### config.mk
export PLATFORM = sky130hd
export DESIGN_NAME = dst_tag_expand4multicast_pipe
export DESIGN_NICKNAME = d
export VERILOG_FILES = /design/src/rtl/dst_tag_expand4multicast_pipe_pkg.sv /design/src/rtl/dst_tag_expand4multicast_pipe_tree_level_tag_gen.sv /design/src/rtl/dst_tag_expand4multicast_pipe.sv
export SDC_FILE = /design/constraint.sdc
export NUM_CORES = 2
export LEC_CHECK = 0
export CAP_MARGIN = 20
export CORE_AREA = 2 2 308 310
export CTS_BUF_LIST = sky130_fd_sc_hd__clkbuf_16
export DETAILED_ROUTE_END_ITERATION = 6
export DIE_AREA = 0 0 310 312
export SYNTH_ARGS = -nofsm -noshare
export SYNTH_HDL_FRONTEND = slang
export SYNTH_SLANG_ARGS = --single-unit
### constraint.sdc
create_clock -name clk -period 5 [get_ports clk]
set_input_delay 1 -clock clk [delete_from_list [all_inputs] [get_ports clk]]
set_output_delay 1 -clock clk [all_outputs]
set_load 0.1 [all_outputs]
### src/rtl/dst_tag_expand4multicast_pipe_pkg.sv
// Shared definitions for the multicast destination-tag expander: fork-tag
// encodings and heap-order node numbering of the binary distribution tree.
package dst_tag_expand4multicast_pipe_pkg;

    // Fork tag of one tree node: which children receive the beat
    localparam logic [1:0] TAG_NONE = 2'b00;
    localparam logic [1:0] TAG_LOW  = 2'b01;
    localparam logic [1:0] TAG_HIGH = 2'b10;
    localparam logic [1:0] TAG_BOTH = 2'b11;

    // Heap-order index of the node at tree level `level`, position `pos`.
    // The root is node 0; level l starts at node 2^l - 1.
    function automatic int node_index(input int level, input int pos);
        return (1 << level) - 1 + pos;
    endfunction

endpackage

### src/rtl/dst_tag_expand4multicast_pipe_tree_level_tag_gen.sv
// Combinational tag generator for one lane at one tree level. Each of the
// 2^LEVEL nodes of the level is enabled by one select bit taken from its
// parent's tag (or by the lane valid at the root). An enabled node forks
// according to the level's mask/index bit; a disabled node carries no tag.
module tree_level_tag_gen
    import dst_tag_expand4multicast_pipe_pkg::*;
#(
    parameter int LEVEL = 0
) (
    input  logic [(1 << LEVEL)-1:0]     i_sel,
    input  logic                        i_idx_bit,
    input  logic                        i_mask_bit,
    output logic [2*(1 << LEVEL)-1:0]   o_tags
);

    localparam int NODES = 1 << LEVEL;

    logic [1:0] fork_tag;

    // All active nodes on a level fork the same way: the level consumes one
    // destination bit, and the mask bit widens the choice to both children.
    always_comb begin
        fork_tag = TAG_NONE;
        if (i_mask_bit) begin
            fork_tag = TAG_BOTH;
        end else if (i_idx_bit) begin
            fork_tag = TAG_HIGH;
        end else begin
            fork_tag = TAG_LOW;
        end
    end

    // Select bit p enables node p of this level (flattened parent tags line
    // up so that bit p is exactly the parent's pointer to child p).
    always_comb begin
        o_tags = '0;
        for (int p = 0; p < NODES; p++) begin
            o_tags[2*p +: 2] = i_sel[p] ? fork_tag : TAG_NONE;
        end
    end

endmodule

### src/rtl/dst_tag_expand4multicast_pipe.sv
// Pipelined multicast destination-tag expander. Each lane's {mask, idx}
// destination is expanded into the fork tags of every node of a binary
// distribution tree, one tree level per register stage. Data rides along
// with the tags. All lanes move together as one beat under a valid/ready
// chain that compresses bubbles while the output is stalled.
module dst_tag_expand4multicast_pipe
    import dst_tag_expand4multicast_pipe_pkg::*;
#(
    parameter int DATA_WIDTH      = 32,
    parameter int NUM_INPUT_DATA  = 8,
    parameter int NUM_OUTPUT_DATA = 8
) (
    input  logic                                                  clk,
    input  logic                                                  rst,
    input  logic                                                  i_en,
    input  logic [NUM_INPUT_DATA-1:0]                             i_valid,
    input  logic [NUM_INPUT_DATA*DATA_WIDTH-1:0]                  i_data_bus,
    input  logic [NUM_INPUT_DATA*2*$clog2(NUM_OUTPUT_DATA)-1:0]   i_cmd,
    output logic                                                  i_ready,
    output logic [NUM_INPUT_DATA-1:0]                             o_valid,
    output logic [NUM_INPUT_DATA*DATA_WIDTH-1:0]                  o_data_bus,
    output logic [NUM_INPUT_DATA*(NUM_OUTPUT_DATA-1)*2-1:0]       o_tag_bus,
    input  logic                                                  o_ready
);

    localparam int DST_IDX_WIDTH = $clog2(NUM_OUTPUT_DATA);
    localparam int TAG_BUS_WIDTH = (NUM_OUTPUT_DATA - 1) * 2;
    localparam int NI            = NUM_INPUT_DATA;
    localparam int DW            = DATA_WIDTH;
    localparam int IW            = DST_IDX_WIDTH;
    localparam int TW            = TAG_BUS_WIDTH;

    // Per-stage register contents, flattened stage-major so each stage can
    // read its predecessor without hierarchical references.
    logic [IW-1:0]        load;
    logic [IW*NI-1:0]     vld_pipe;
    logic [IW*NI*DW-1:0]  data_pipe;
    logic [IW*NI*IW-1:0]  idx_pipe;
    logic [IW*NI*IW-1:0]  mask_pipe;
    logic [IW*NI*TW-1:0]  tags_pipe;

    logic [NI*DW-1:0]     in_data;
    logic [NI*IW-1:0]     in_idx;
    logic [NI*IW-1:0]     in_mask;
    logic                 unused_last_cmd;

    // Split the command bus into index/mask fields and blank the payload of
    // invalid lanes so bubbles and dummy lanes are all-zero downstream.
    always_comb begin
        in_data = '0;
        in_idx  = '0;
        in_mask = '0;
        for (int k = 0; k < NI; k++) begin
            in_data[k*DW +: DW] = i_valid[k] ? i_data_bus[k*DW +: DW] : '0;
            in_idx[k*IW +: IW]  = i_cmd[k*2*IW +: IW];
            in_mask[k*IW +: IW] = i_cmd[k*2*IW + IW +: IW];
        end
    end

    // Ready chain, evaluated from the output back to stage 0: a stage may
    // load when it is empty or when the stage after it is loading too.
    always_comb begin
        logic nxt;
        load = '0;
        nxt  = i_en && (!(|vld_pipe[(IW-1)*NI +: NI]) || o_ready);
        load[IW-1] = nxt;
        for (int s = IW - 2; s >= 0; s--) begin
            nxt     = i_en && (!(|vld_pipe[s*NI +: NI]) || nxt);
            load[s] = nxt;
        end
    end

    assign i_ready = load[0] && !rst;

    for (genvar s = 0; s < IW; s++) begin : g_stage
        localparam int NODES   = 1 << s;
        localparam int LVL_LSB = 2 * node_index(s, 0);

        logic [NI-1:0]      src_vld;
        logic [NI*DW-1:0]   src_data;
        logic [NI*IW-1:0]   src_idx;
        logic [NI*IW-1:0]   src_mask;
        logic [NI*TW-1:0]   src_tags;
        logic [NI*TW-1:0]   tags_with_lvl;
        logic [2*NODES-1:0] lvl_tags [NI];

        logic [NI-1:0]      vld_d,  vld_q;
        logic [NI*DW-1:0]   data_d, data_q;
        logic [NI*IW-1:0]   idx_d,  idx_q;
        logic [NI*IW-1:0]   mask_d, mask_q;
        logic [NI*TW-1:0]   tags_d, tags_q;

        if (s == 0) begin : g_from_input
            assign src_vld  = i_valid;
            assign src_data = in_data;
            assign src_idx  = in_idx;
            assign src_mask = in_mask;
            assign src_tags = '0;
        end else begin : g_from_prev
            assign src_vld  = vld_pipe[(s-1)*NI +: NI];
            assign src_data = data_pipe[(s-1)*NI*DW +: NI*DW];
            assign src_idx  = idx_pipe[(s-1)*NI*IW +: NI*IW];
            assign src_mask = mask_pipe[(s-1)*NI*IW +: NI*IW];
            assign src_tags = tags_pipe[(s-1)*NI*TW +: NI*TW];
        end

        for (genvar k = 0; k < NI; k++) begin : g_lane
            logic [NODES-1:0] sel;

            if (s == 0) begin : g_root
                assign sel = src_vld[k];
            end else begin : g_child
                assign sel = src_tags[k*TW + 2*node_index(s-1, 0) +: NODES];
            end

            tree_level_tag_gen #(
                .LEVEL      (s)
            ) u_tag_gen (
                .i_sel      (sel),
                .i_idx_bit  (src_idx[k*IW + IW-1-s]),
                .i_mask_bit (src_mask[k*IW + IW-1-s]),
                .o_tags     (lvl_tags[k])
            );
        end

        // Insert this level's freshly computed tags above the earlier levels
        always_comb begin
            tags_with_lvl = src_tags;
            for (int k = 0; k < NI; k++) begin
                tags_with_lvl[k*TW + LVL_LSB +: 2*NODES] = lvl_tags[k];
            end
        end

        // Take the upstream beat (or bubble) when the chain lets this stage
        // load; otherwise hold, which also covers the global freeze.
        always_comb begin
            vld_d  = vld_q;
            data_d = data_q;
            idx_d  = idx_q;
            mask_d = mask_q;
            tags_d = tags_q;
            if (load[s]) begin
                vld_d  = src_vld;
                data_d = src_data;
                idx_d  = src_idx;
                mask_d = src_mask;
                tags_d = tags_with_lvl;
            end
        end

        // Stage register; reset clears payload as well so no stale tag can
        // reach the tree switches after a mid-flight reset.
        always_ff @(posedge clk) begin
            if (rst) begin
                vld_q  <= '0;
                data_q <= '0;
                idx_q  <= '0;
                mask_q <= '0;
                tags_q <= '0;
            end else begin
                vld_q  <= vld_d;
                data_q <= data_d;
                idx_q  <= idx_d;
                mask_q <= mask_d;
                tags_q <= tags_d;
            end
        end

        assign vld_pipe[s*NI +: NI]            = vld_q;
        assign data_pipe[s*NI*DW +: NI*DW]     = data_q;
        assign idx_pipe[s*NI*IW +: NI*IW]      = idx_q;
        assign mask_pipe[s*NI*IW +: NI*IW]     = mask_q;
        assign tags_pipe[s*NI*TW +: NI*TW]     = tags_q;
    end

    assign o_valid    = vld_pipe[(IW-1)*NI +: NI];
    assign o_data_bus = data_pipe[(IW-1)*NI*DW +: NI*DW];
    assign o_tag_bus  = tags_pipe[(IW-1)*NI*TW +: NI*TW];

    // The final stage's destination fields have no further consumer
    assign unused_last_cmd = ^{idx_pipe[(IW-1)*NI*IW +: NI*IW],
                               mask_pipe[(IW-1)*NI*IW +: NI*IW]};

endmodule

# After elaboration in Yosys (flattened, before gate mapping)

Index checks and enable logic that the tools add are counted.

Mux-type cells: 112
Reductions and logical operators: 14

Operators by type and width:

| kind              | number |
|---|---|
| $mux 32           | 8 |
| $mux 2            | 104 |
| $reduce_or 8->1   | 3 |
| $logic_and 1x1->1 | 4 |
| $logic_not 1->1   | 4 |
| $logic_or 1x1->1  | 3 |

Output and inout port bits: 377
Bits in registers: 1,058

# Depth between registers and ports, before layout

Depth after elaboration: 9
Depth in mapped cells: 8

# By module

From an unflattened synthesis, not the netlist that was laid out.

Cells, all modules: 4,607
Area total of the unflattened synthesis: 38,918.6 µm²

Modules (own cells, without submodules):

| module                                                   | sequential area each (µm²) | instances | area each (µm²) | cells each |
|---|---|---|---|---|
| dst_tag_expand4multicast_pipe                            | 20,339.5                   | 1         | 37,897.6        | 4,463 |
| tree_level_tag_gen at g_stage[2].g_lane[0].u_tag_gen ... | 0.0                        | 8         | 75.1            | 10 |
| tree_level_tag_gen at g_stage[1].g_lane[0].u_tag_gen ... | 0.0                        | 8         | 33.8            | 5 |
| tree_level_tag_gen at g_stage[0].g_lane[0].u_tag_gen ... | 0.0                        | 8         | 18.8            | 3 |

# Least setup slack after synthesis

OpenSTA, ideal clock, no wires.

Path type: input to output
From: input i_en
To: output i_ready
Path buffers: 3
Required time: 4.000 ns
Slack: 0.786 ns
Stages on the path: 8
Data arrival time: 3.214 ns
Path through: inv_1 -> nor2_1 -> and4_1 -> buf_2 -> nor2_1 -> buf_4 -> buf_6 -> nor2_1

Longest elaborated chain between the ends: 6

RTL lines:

| item                | RTL line                            | RTL |
|---|---|---|
| start: declaration  | dst_tag_expand4multicast_pipe.sv:15 | `input logic i_en,` |
| $logic_and 1x1->1   | dst_tag_expand4multicast_pipe.sv:65 | `nxt = i_en && (!(\|vld_pipe[(IW-1)*NI +: NI]) \|\| o_ready);` |
| $logic_or 1x1->1    | dst_tag_expand4multicast_pipe.sv:68 | `nxt = i_en && (!(\|vld_pipe[s*NI +: NI]) \|\| nxt);` |
| $logic_and 1x1->1   | dst_tag_expand4multicast_pipe.sv:68 |  |
| $logic_or 1x1->1    | dst_tag_expand4multicast_pipe.sv:68 |  |
| $logic_and 1x1->1 * | dst_tag_expand4multicast_pipe.sv:68 |  |
| $logic_and 1x1->1 * | dst_tag_expand4multicast_pipe.sv:73 | `assign i_ready = load[0] && !rst;` |
| end: declaration    | dst_tag_expand4multicast_pipe.sv:19 | `output logic i_ready,` |

Mark *: on every way between the ends. The rest lies on a longest branch, timed or not.

# Final worst setup path

Same ends and word-level chain as after synthesis.

==> results.json <==
{
  "status": "complete, no violations",
  "wirelength_um": 117600,
  "cts_resized": 0,
  "cp_cell_sequence": "clkdlybuf4s50_1 > inv_1 > nor2_1 > and4_2 > nor2_4 > nor2_1 > buf_12",
  "slew-limit-headroom": 0.1336,
  "post_drt_wl_per_cell_um": 18.59,
  "syn-instance-count": 4496,
  "irDropWorstVdd_mv": 0.2569,
  "gp_congestion": 0.8298,
  "die_height_um": 312,
  "grt_max_degree": 198,
  "yosysTopAreaCellShare": 0.5479,
  "start_util": 0.3990,
  "synth_cell_types": 33,
  "htree_num_levels": 3,
  "tritoncts": "built",
  "drc": 0,
  "ioPinCount": 693,
  "gr-total-overflow": 0,
  "leakage_nw": 16.81,
  "rsz0062_at_grt": "false",
  "max_cap_viol_count": 0,
  "p_per_area_mw_per_mm2": 403.6,
  "postSynthAreaPerCell_sq_um": 8.257,
  "setup_viol": 0,
  "cts_buffer_depth": 3,
  "drt_iter0_drc": 2338,
  "yosysTopAreaCell": "dfxtp_1",
  "postCtsSetupBuffers": 0,
  "fin_util": 0.5157,
  "row_count": 112,
  "cp_slowest_cell": "clkdlybuf4s50_1",
  "drt.antenna.violating_nets": 0,
  "synth-edff-count": 0,
  "tightestPinTransition_ps": 1300,
  "drive_above_1_share": 0.04431,
  "grt_pass1_wl_um": 177400,
  "tns_ps": 0,
  "worst_hold_path_type": "reg2reg",
  "first_global_vias": 29460,
  "nets": 5279,
  "final_common_cell": "nand2_1",
  "crit_type": "in2out",
  "root_buffer": "clkbuf_16",
  "cp-start-kind": "primary input",
  "design.core.area_sq_mm": 0.09305,
  "die_w_um": 310,
  "max_freq_mhz": 277.1,
  "yosysWarnings": 0,
  "area_growth_pct": 29.26,
  "track_usage": 0.2328,
  "routed_via_density": 5.013,
  "ctsHoldBuffers": 0,
  "fin_crit_ps": 3609,
  "dpl.hpwl_um": 73240,
  "crit_buf_inv": 3,
  "fin_crit_sh": 0.7218,
  "clk_pin_slew_ps": 60,
  "synth-seq-cells": 1016,
  "via_count": 31715,
  "ys_async_sr_fraction": 0,
  "final_hold_viol_count": 0,
  "die_area_sq_mm": 0.09672,
  "synth_area_sq_mm": 0.03713,
  "grt_antenna_before_repair": 27,
  "clock_latency_ps": 690,
  "final_cell_mix": "nand2_1 (1,574), dfxtp_1 (1,016), a21oi_1 (759)",
  "dr.pass1.iters": 5,
  "synth_nets": 4812,
  "port_buffers": 692,
  "seq_area_frac_synth": 0.5479,
  "slowest_delay_ps": 540,
  "worstPathRequired_ps": 4000,
  "slew_viol_final": 0,
  "path_delay_family": "buffers and inverters",
  "clock-sinks": 1016,
  "clock_skew_ps": 25.08,
  "path_max_fanout": 4,
  "synth_top_cells_by_area": "dfxtp_1 (55%), nand2_1 (16%), a21oi_1 (10%)",
  "critPathCaptureType": "output port",
  "crit_top_cell": "nor2_1",
  "arrival_ps": 2610,
  "synth-main-ff-cell": "dfxtp_1",
  "cts_buffers": 108
}
==> final timing paths <==
check	from	endpoint	slack, ps	cells after the start
worst min register to register	g_stage[1].data_q[136]	o_data_bus[136]	440	2
worst min-delay path	g_stage[1].data_q[136]	o_data_bus[136]	440	2
worst max register to register	g_stage[1].vld_q[2]	g_stage[1].tags_q[101]	2120	7
worst max-delay path	i_en	i_ready	1390	7
==> power breakdown <==
group / switching [mW] / internal [mW]
combinational: 1.96 / 0.877
sequential: 0.242 / 8.51
clock: 3.34 / 4.45
total: 5.54 / 13.8
==> cell type report <==
class                           count  area (sq um)
Inverter                           10         45.04
Tap cell                         1254          1569
Clock inverter                     92         684.4
Multi-Input combinational cell   3090         15000
Fill cell                        8955         45060
Timing Repair Buffer              737          7555
Sequential cell                  1016         20340
Antenna cell                       17         42.54
Clock buffer                      110          2753
==> logic make-up (layout without fill, tap and decap cells) <==
family / after synthesis / in the layout / synth area share
buffers and inverters: 390 / 949 / 0.04947
DFF: 1016 / 1016 / 0.5479
and+or+nand+nor: 2000 / 2000 / 0.2182
muxes: 255 / 255 / 0.06875
AOI/OAI and AO/OA: 835 / 835 / 0.1158
other: 0 / 17 / 0
==> through the flow <==
step                power [mW]  worst slack [ps]  instance area [sq um]  hold slack [ps]  cells
finish                   19.37              1391                  47990            439.3   6326
floorplan                10.90             786.4                  37130            432.1   4496
global placement         11.76              1267                  44410            436.1   6102
CTS                      19.57              1374                  47860            440.8   6305
detailed placement       11.78              1190                  44430            441.4   6103
global route             20.12              1286                  47980            462.5   6324
==> metal layers <==
metal | vias up | wire length, um | track usage
li1 | 15809 | - | -
met1 | 14940 | 50560 | 0.3003
met2 | 776 | 55970 | 0.3781
met3 | 174 | 7399 | 0.05201
met4 | 16 | 3557 | 0.08970
met5 | - | 109 | 0
==> cells in the mapped netlist (5+ instances only) <==
library cell	count
a21oi_1	759
buf_2	121
nor2_1	5
mux2i_1	255
buf_1	13
dfxtp_1	1016
nand3_1	383
clkbuf_1	221
nand2b_1	17
nand2_1	1574
buf_8	10
or2_2	8
o21ai_0	39
buf_6	14
inv_1	9
o211ai_1	16
o221ai_1	16
==> state kept, by name (all words and copies together) (netlist names) <==
| name | flops |
|---|---|
| g_stage.data_q | 512 |
| g_stage.tags_q | 64 |
| g_stage.mask_q | 24 |
| o_tag_bus | 112 |
| o_data_bus | 256 |
| o_valid | 8 |
| g_stage.idx_q | 24 |
| g_stage.vld_q | 16 |
==> worst register-to-register path, cell delays in order, from the launching register on <==
cell and delay (ps):
dfxtp_1 330, nor4_1 330, nand4b_1 250, o21ai_4 180
buf_4 570, buf_4 750, o211ai_1 210, a21oi_1 190
Note: power is estimated with default switching activity, not from simulation.
